[src/rtl/s444_resp_misr.sv]
// s444 response compactor: sequences warm-up, capture and result hold, folding
// the six s444 outputs into a MISR. Optional toggle counter: S444_TOGGLE_CNT_EN.
module s444_resp_misr #(
  parameter int              SIG_W = 16,
  parameter logic [SIG_W-1:0] POLY = 16'h1021,
  parameter logic [SIG_W-1:0] SEED = 16'hFFFF,
  parameter int              WARM  = 4,
  parameter int              LEN_W = 16
) (
  input  logic             CK,
  input  logic             RST,
  input  logic             START,
  input  logic [LEN_W-1:0] LEN,
  input  logic             ACK,
  input  logic             G107,
  input  logic             G108,
  input  logic             G118,
  input  logic             G119,
  input  logic             G167,
  input  logic             G168,
  output logic             BUSY,
  output logic             DONE,
  output logic [SIG_W-1:0] SIG,
  output logic [LEN_W-1:0] TOGL
);

  localparam logic [1:0] S_IDLE    = 2'd0;
  localparam logic [1:0] S_WARMUP  = 2'd1;
  localparam logic [1:0] S_CAPTURE = 2'd2;
  localparam logic [1:0] S_HOLD    = 2'd3;

  localparam int WCNT_W = (WARM > 1) ? $clog2(WARM) : 1;

  logic [1:0]       state;
  logic [WCNT_W-1:0] wcnt;
  logic [LEN_W-1:0] ccnt;
  logic [LEN_W-1:0] len_q;
  logic [SIG_W-1:0] sig_q;
  logic [5:0]       resp;
  logic [SIG_W-1:0] resp_ext;
  logic [SIG_W-1:0] next_sig;
  logic             warm_last;

  assign resp     = {G168, G167, G119, G118, G108, G107};
  assign resp_ext = {{(SIG_W-6){1'b0}}, resp};

  // MISR step: shift out the MSB, fold in the polynomial when it was set.
  assign next_sig = {sig_q[SIG_W-2:0], 1'b0}
                  ^ (sig_q[SIG_W-1] ? POLY : '0)
                  ^ resp_ext;

  // With WARM=0 the WARMUP state is never entered; -1 never matches.
  assign warm_last = (int'(wcnt) == WARM - 1);

  assign BUSY = (state == S_WARMUP) || (state == S_CAPTURE);
  assign DONE = (state == S_HOLD);
  assign SIG  = sig_q;

  // NOTE: sequential state uses non-blocking assignments only, so every
  // register samples the pre-edge value of every other register.
  always_ff @(posedge CK) begin
    if (RST) begin
      state <= S_IDLE;
      wcnt  <= '0;
      ccnt  <= '0;
      len_q <= '0;
      sig_q <= '0;
    end else begin
      case (state)
        S_IDLE: begin
          if (START) begin
            len_q <= LEN;
            sig_q <= SEED;
            wcnt  <= '0;
            ccnt  <= '0;
            if (WARM != 0)     state <= S_WARMUP;
            else if (LEN == '0) state <= S_HOLD;
            else               state <= S_CAPTURE;
          end
        end
        S_WARMUP: begin
          wcnt <= wcnt + 1'b1;
          if (warm_last) begin
            ccnt  <= '0;
            state <= (len_q == '0) ? S_HOLD : S_CAPTURE;
          end
        end
        S_CAPTURE: begin
          sig_q <= next_sig;
          ccnt  <= ccnt + 1'b1;
          // Terminal compare on len_q-1 keeps LEN=all-ones from wrapping.
          if (ccnt == len_q - 1'b1) state <= S_HOLD;
        end
        S_HOLD: begin
          if (ACK) state <= S_IDLE;
        end
        default: state <= S_IDLE;
      endcase
    end
  end

`ifdef S444_TOGGLE_CNT_EN
  logic [5:0]       prev;
  logic [LEN_W-1:0] togl_q;

  always_ff @(posedge CK) begin
    if (RST) begin
      prev   <= '0;
      togl_q <= '0;
    end else begin
      if (state == S_IDLE && START) begin
        togl_q <= '0;
        if (WARM == 0) prev <= resp;
      end
      if (state == S_WARMUP && warm_last) prev <= resp;
      if (state == S_CAPTURE) begin
        prev <= resp;
        if (resp != prev && togl_q != '1) togl_q <= togl_q + 1'b1;
      end
    end
  end

  assign TOGL = togl_q;
`else
  assign TOGL = '0;
`endif

endmodule

[config.mk]
export PLATFORM = sky130hd
export DESIGN_NAME = s444_resp_misr
export DESIGN_NICKNAME = d
export VERILOG_FILES = /design/src/rtl/s444_resp_misr.sv
export SDC_FILE = /design/constraint.sdc
export NUM_CORES = 1
export LEC_CHECK = 0
export BUFFER_PORTS_ARGS = -buffer_cell sky130_fd_sc_hd__buf_2
export CAP_MARGIN = 0
export CORE_AREA = 2 2 76 78
export CTS_CLUSTER_SIZE = 25
export DETAILED_ROUTE_END_ITERATION = 7
export DIE_AREA = 0 0 78 80
export PLACE_DENSITY_LB_ADDON = 0.08
export SLEW_MARGIN = 15
export SYNTH_ARGS = -nofsm -noshare
export SYNTH_HDL_FRONTEND = slang
export SYNTH_SLANG_ARGS = --single-unit
[constraint.sdc]
create_clock -name CK -period 2.8 [get_ports CK]
set_input_delay 0.56 -clock CK [delete_from_list [all_inputs] [get_ports CK]]
set_output_delay 0.56 -clock CK [all_outputs]
set_load 0.05 [all_outputs]
# == Word-level counts from Yosys, hierarchy flattened ==
# Index checks and enable logic that the tools add are counted.
# classes
add_sub_neg,3
eq_ne,9
n_mux,14
bitwise,2
reduce_logical,11
# op_table
cell,n
$mux W16,3
$pmux W16 S3,1
$pmux W16 S2,1
$add A16 B1 Y16 const B,1
$eq A16 B16 Y1,1
$logic_not A16 Y1,1
$sub A16 B1 Y16 const B,1
$xor A16 B13 Y16,1
$xor A16 B6 Y16,1
$mux W13,1
$mux W2,5
$pmux W2 S4,1
$ne A2 B2 Y1 const B,3
$reduce_and A2 Y1,3
$eq A2 B1 Y1 const B,2
$eq A2 B2 Y1 const B,2
$pmux W2 S2,1
$reduce_and A4 Y1,1
$reduce_bool A2 Y1,2
$reduce_and A3 Y1,1
$reduce_bool A3 Y1,1
$add A2 B1 Y2 const B,1
$logic_not A2 Y1,1
$ne A2 B1 Y1 const B,1
other kinds (2),2
# word_totals
regBits,52
in_bits,26

# == Depth between registers and ports, before layout ==
# Gate-level depths: netlist of the first run.
# logic_depth
word_depth,4
mapped_depth,10

# == Worst setup path after synthesis of the first run ==
# OpenSTA, ideal clock, no wires.
# synth_path
path_kind,reg2reg
startpoint,register state[0]
endpoint,register state[0]
arrival_ns,2.252
required_time_ns,2.727
path_slack_ns,0.475
path_stages_with_launch,10
n_path_buf,0
period_less_slack_ns,2.325
path_cell_list,dfxtp_1 inv_1 ha_1 nor2b_4 a211o_1 nor4_2 nand4_1 or4_4 nor2b_4 o22ai_2
# synth_between
elab_chain_cells,3
elab_cells_between_ends,10
# synth_rtl
item,line_no,rtl
"start, declared",34,logic [1:0] state;
"start signal, assigned",85,state <= (len_q == '0) ? S_HOLD : S_CAPTURE;
$eq A2 B2 Y1 (tied with other cells),69,case (state)
$ne A2 B1 Y1 (no source line) / $ne A2 B2 Y1 (equally long branches),-,
$reduce_and A4 Y1 (no source line),-,
# Parallel ways exist; a longest one is shown, timed or not.
# A chain may end at the register's enable or synchronous reset.

# == Worst setup path after layout of the first run ==
# Ends and elaborated chain as after synthesis.

==> results.sh, run 1 <==
export IMPL_antenna_found_initial=0
export IMPL_clock_sinks=52
export IMPL_critPathSlowestCell="or4_4"
export IMPL_synth_avg_cell_area_um2=8.36
export IMPL_cts_tree="built"
export IMPL_portBuffers=43
export IMPL_slowest_delay_ns=0.55
export IMPL_track_usage=0.206
export IMPL_drtIter0Drc=75
export IMPL_cp_required_ns=3.05
export IMPL_async_flop_share=0
export IMPL_fmax_mhz=400
export IMPL_rsz0062_at_grt="no"
export IMPL_cts_path_max_buffers=2
export IMPL_num_antenna_cells=0
export IMPL_leakage_nw=1.32
export IMPL_die_y_um=80
export IMPL_postCtsHoldBufs=0
export IMPL_drive_above_1_share=0.180
export IMPL_crit_path_max_fanout=7
export IMPL_wire_per_inst_um=13.4
export IMPL_fin_skew_ns=0.00904
export IMPL_dp_cells=443
export IMPL_stdcell_count=450
export IMPL_drv_cap=0
export IMPL_rows=27
export IMPL_grt_util_met1=0.259
export IMPL_total_power_w=0.00291
export IMPL_clk_latency_ns=0.31
export IMPL_dpl_hpwl_um=4480
export IMPL_grt_max_degree=38
export IMPL_crit_chain="inv_1, ha_1, nor2b_4, a211o_1, nor4_2, nand4_1, or4_4, nor2b_4, o22ai_2"
export IMPL_worstMarginPinSlew_ns=0.628
export IMPL_viasPerCell=5.21
export IMPL_crit_family="simple AND/OR/NAND/NOR gates"
export IMPL_dieWidth_um=78
export IMPL_initial_utilization=0.532
export IMPL_gr_max_usage_layer="met2"
export IMPL_synth_warnings=0
export IMPL_grtUsageMet3=0.0464
export IMPL_setup_slack_ns=0.299
export IMPL_nFillCells=509
export IMPL_min_period_ns=2.50
export IMPL_report_final_setup_viol=0
export IMPL_slew_headroom=0.582
export IMPL_status="finished, final reports clean"
export IMPL_powerDensity_nw_per_um2=930
export IMPL_fp_coreArea_um2=5410
export IMPL_htree_levels=2
export IMPL_synth_edf_count=0
export IMPL_grt_pass1_wl_um=10200
export IMPL_ys_types=55
export IMPL_cts_setup_buffers=0
export IMPL_die_area_um2=6240
export IMPL_critPathLaunchType="register"
export IMPL_grt_pass1_vias=2195
export IMPL_gr_total_overflow=0
export IMPL_drt_total_wl_um=6020
export IMPL_ys_ff_latch=52
export IMPL_fin_crit_sh=0.893
export IMPL_root_buffer="clkbuf_8"
export IMPL_syn_area_um2=2880
export IMPL_area_growth_pct=8.96
export IMPL_cts_made_buffers=5
export IMPL_finalHoldViolCount=0
export IMPL_worst_path_most_repeated_cell="nor2b_4"
export IMPL_design_area_um2=3130
export IMPL_vias=2344
export IMPL_io_pins=60
export IMPL_finalMaxSlewViolations=0
export IMPL_fin_tns_setup_ns=0
export IMPL_dr_pass1_iters=6
export IMPL_final_nets=411
export IMPL_arrival_ns=2.75
export IMPL_peakVddDrop_v=0.000723
export IMPL_hp_class="reg -> reg"
export IMPL_clk_pin_slew_worst_paths_ns=0.10
export IMPL_grt_use_met2=0.352
export IMPL_place_gp_congestion=0.886
export IMPL_netlist_instances=344
export IMPL_yosysSeqAreaShare=0.362
export IMPL_critPathKind="reg -> reg"
export IMPL_cp_buffers_inverters=1
export IMPL_postPlaceCellArea_um2=3050
export IMPL_drc_errors=0
export IMPL_cts_repair_resized=0
export IMPL_ant_nets=0
export IMPL_crit_path_end_kind="register"
export IMPL_pre_cts_ws_ns=0.312
export IMPL_ys_dominant_reg_cell="dfxtp_1"
-- kinds of logic after synthesis --
family / synth area share
and+or+nand+nor: 0.247
AOI/OAI and AO/OA: 0.139
DFF: 0.362
buffers and inverters: 0.0866
xor gates and xnor gates: 0.131
adders and majority gates: 0.0305
other: 0.00130
muxes: 0.00348
-- synth_stat cells, types with 4 or more instances --
cell	count	area, um2
nand4_1	9	56.3
nand3_1	6	30.0
o21ai_0	4	20.0
nor3_1	6	30.0
clkbuf_1	14	52.6
xnor2_1	13	114
nand2b_1	7	43.8
xor2_1	28	245
a21oi_1	19	95.1
inv_1	8	30.0
nand2_1	43	161
nor2_1	41	154
buf_4	16	120
dfxtp_1	52	1040
ha_1	7	87.6
o22ai_1	17	106
-- report_power, final --
group / internal, W / switching [W] / total [W]
Combinational: 0.000492 / 0.000935 / 0.00143
Sequential: 0.000884 / 0.000176 / 0.00106
Clock: 0.000175 / 0.000253 / 0.000428
-- state kept, by name (all words and copies together), names as in the netlist --
| register | cells |
|---|---|
| SIG | 16 |
| len_q | 16 |
| ccnt | 16 |
| state | 2 |
| wcnt | 2 |
-- path summary, 6_finish.rpt --
kind | slack (ns) | to | cells past startpoint | from
max reg2reg | 0.30 | state[0]$_SDFFE_PP0P_ | 9 | state[0]$_SDFFE_PP0P_
min | 0.48 | wcnt[0]$_SDFFE_PP0P_ | 2 | wcnt[0]$_SDFFE_PP0P_
max | 0.30 | state[0]$_SDFFE_PP0P_ | 9 | state[0]$_SDFFE_PP0P_
min reg2reg | 0.48 | wcnt[0]$_SDFFE_PP0P_ | 2 | wcnt[0]$_SDFFE_PP0P_
-- routing by layer --
layer	vias up	part of all wire
met5	-	0
li1	1219	-
met1	1071	0.48
met2	48	0.47
met4	0	0.012
met3	6	0.046
-- placed cells by master (no fill, tap or decap), types with 2 or more instances in the layout --
cell	Yosys	routed
ha_1	7	7
nor4_2	3	3
conb_1	1	16
nand2_1	43	43
xnor2_1	13	13
a211o_1	2	2
nand2b_1	7	7
nor3_1	6	6
o31ai_1	2	2
a21oi_1	19	19
nand4_1	9	9
buf_4	16	4
nand3_1	6	6
nor2_1	41	41
and3_1	3	3
and4_1	2	2
o22ai_1	17	17
buf_2	1	43
nor3_2	2	2
dfxtp_1	52	52
clkbuf_8	1	5
inv_1	8	8
nand4b_1	2	2
nor4_1	3	3
xor2_1	28	28
o21ai_0	4	4
nand3b_1	3	3
nor2b_4	2	2
-- per-stage QoR --
step,util,hold slack (ns)
after floorplan,-,0.448
after global placement,0.564,0.465
after detailed placement,0.564,0.466
after CTS,0.580,0.468
after global routing,0.580,0.475
final,0.580,0.478
-- final cells by class --
type | instances | area, um2 | area share
Clock buffer | 5 | 68.8 | 0.0220
Clock inverter | 2 | 16.3 | 0.00519
Inverter | 8 | 30.0 | 0.00958
Multi-Input combinational cell | 264 | 1640 | 0.524
Sequential cell | 52 | 1040 | 0.332
Tap cell | 72 | 90.1 | 0.0288
Timing Repair Buffer | 47 | 245 | 0.0783
-- worst min-delay path: cells and delay by family, from the launching register on --
family	cells	cell delay, ns
DFF	1	0.33
and+or+nand+nor	1	0.05
AOI/OAI and AO/OA	1	0.05
(Power assumes the default switching activity.)
==> inputs of run 2 (changes only) <==
CORE_AREA = 2 2 80 74   (was 2 2 76 78)
DIE_AREA = 0 0 82 76   (was 0 0 78 80)
==> run 2 against run 1 <==
- die area shrank 0.13%
- clock skew down 0.0054 ns
- power rose by 4.9%
- non-clock buffer count decreased by 1
- sequential share of layout area decreased by 0.35 points
- final cell count shrank 0.67%
- critical path depth unchanged
- critical endpoint unchanged
- first-iteration DRC count is 8.0% lower
- maximum frequency down 0.11%
- largest cell class unchanged
- clock power is 39% higher
- core utilization about the same
- critical path type unchanged
==> results.sh, run 2 (synthesis gave the netlist of run 1 again) <==
export IMPL_status="finished, final reports clean"
export IMPL_io_pins=60
export IMPL_ant_nets=0
export IMPL_track_usage=0.198
export IMPL_r2r_cells=9
export IMPL_min_period_ns=2.50
export IMPL_postCtsHoldBufs=0
export IMPL_critPathKind="reg -> reg"
export IMPL_hp_class="in -> reg"
export IMPL_report_final_setup_viol=0
export IMPL_cts_path_max_buffers=2
export IMPL_hold_depth=3
export IMPL_dpl_hpwl_um=4300
export IMPL_rows=26
export IMPL_area_growth_pct=10.1
export IMPL_fmax_mhz=399
export IMPL_r2r_end="state[0]$_SDFFE_PP0P_"
export IMPL_place_gp_congestion=0.896
export IMPL_cts_tree="built"
export IMPL_grt_pass1_wl_um=9790
export IMPL_final_common_cell="dfxtp_1"
export IMPL_fp_coreArea_um2=5470
export IMPL_wire_per_inst_um=12.8
export IMPL_r2r_start="state[0]$_SDFFE_PP0P_"
export IMPL_grt_max_degree=27
export IMPL_grt_pass1_vias=2087
export IMPL_drtIter0Drc=69
export IMPL_finalMaxSlewViolations=0
export IMPL_crit_path_max_fanout=7
export IMPL_final_util=0.579
export IMPL_holdCritStartpoint="LEN[14]"
export IMPL_finalHoldViolCount=0
export IMPL_cts_repair_resized=0
export IMPL_portBuffers=43
export IMPL_die_area_um2=6230
export IMPL_drc_errors=0
export IMPL_critPathLaunchType="register"
export IMPL_clk_latency_ns=0.31
export IMPL_clock_sinks=52
export IMPL_num_antenna_cells=0
export IMPL_initial_utilization=0.526
export IMPL_dieWidth_um=82
export IMPL_arrival_ns=2.75
export IMPL_crit_path_end_kind="register"
export IMPL_drive_above_1_share=0.178
export IMPL_htree_levels=2
export IMPL_pre_cts_ws_ns=0.297
export IMPL_gr_total_overflow=0
export IMPL_root_buffer="clkbuf_8"
export IMPL_antenna_found_initial=0
export IMPL_final_cell_mix="dfxtp_1, nand2_1, buf_2, nor2_1, xor2_1"
export IMPL_cts_made_buffers=5
export IMPL_setup_slack_ns=0.296
export IMPL_peakVddDrop_v=0.000683
export IMPL_cp_required_ns=3.04
export IMPL_drv_cap=0
export IMPL_cts_setup_buffers=0
export IMPL_clk_pin_slew_worst_paths_ns=0.09
export IMPL_final_nets=410
export IMPL_vias=2350
export IMPL_powerDensity_nw_per_um2=966
export IMPL_slew_headroom=0.259
export IMPL_dr_pass1_iters=4
export IMPL_rsz0062_at_grt="no"
export IMPL_die_y_um=76
export IMPL_worst_r2r_setup_slack_ns=0.30
export IMPL_viasPerCell=5.26
export IMPL_fin_tns_setup_ns=0
export IMPL_fin_skew_ns=0.00367
export IMPL_hold_end="len_q[14]$_SDFFE_PP0P_"
export IMPL_leakage_nw=1.34
export IMPL_fin_crit_sh=0.894
export IMPL_worstMarginPinSlew_ns=1.10
export IMPL_drt_total_wl_um=5740
## run 2: cell count changes in the layout (fill, tap and decap cells not counted)
cell,before,now
buf_4,4,3
bufinv_16,0,2
clkinvlp_4,1,0
inv_6,1,0
## run 2: cell type report
type	instances	area, um2
Sequential cell	52	1040
Multi-Input combinational cell	264	1640
Tap cell	70	87.6
Fill cell	516	2300
Clock buffer	5	68.8
Inverter	8	30.0
Timing Repair Buffer	46	238
Clock inverter	2	60.1
## run 2: routing by layer
layer / part of all wire / wire length (um) / GRT usage / up-vias
li1: - / - / - / 1219
met1: 0.50 / 2880 / 0.282 / 1075
met2: 0.44 / 2510 / 0.291 / 49
met3: 0.046 / 265 / 0.0438 / 7
met4: 0.015 / 85 / 0.0767 / 0
met5: 0 / 0 / 0 / -
## run 2: worst max-delay path by stage
stage / slack, ns / to / from
2_1_floorplan: 0.48 / state[0]$_SDFFE_PP0P_ / state[0]$_SDFFE_PP0P_
3_3_place_gp: 0.38 / state[0]$_SDFFE_PP0P_ / state[0]$_SDFFE_PP0P_
3_5_place_dp: 0.30 / state[0]$_SDFFE_PP0P_ / state[0]$_SDFFE_PP0P_
4_1_cts: 0.27 / state[0]$_SDFFE_PP0P_ / state[0]$_SDFFE_PP0P_
5_1_grt: 0.11 / state[0]$_SDFFE_PP0P_ / state[0]$_SDFFE_PP0P_
6_report: 0.30 / state[0]$_SDFFE_PP0P_ / state[0]$_SDFFE_PP0P_
## run 2: power breakdown
group	leakage (nW)	switching [W]	internal (W)	total (W)
logic	0.848	0.000921	0.000484	0.00141
clock network	0.0642	0.000242	0.000352	0.000594
registers	0.427	0.000174	0.000884	0.00106
total	1.34	0.00134	0.00172	0.00306
## run 2: stage by stage
stage	hold slack [ns]	area, um2	std cells	power, W
2_1_floorplan	0.448	2930	359	0.00223
3_3_place_gp	0.472	3040	440	0.00247
3_5_place_dp	0.475	3040	440	0.00249
4_1_cts	0.466	3170	447	0.00309
5_1_grt	0.476	3170	447	0.00327
6_report	0.479	3170	447	0.00306
## run 2: critical path: stages (launching register included)
cell	delay, ns
dfxtp_1	0.39
inv_1	0.11
ha_1	0.29
nor2b_4	0.16
a211o_1	0.29
nor4_2	0.28
nand4_1	0.10
or4_4	0.55
nor2b_4	0.15
o22ai_2	0.13
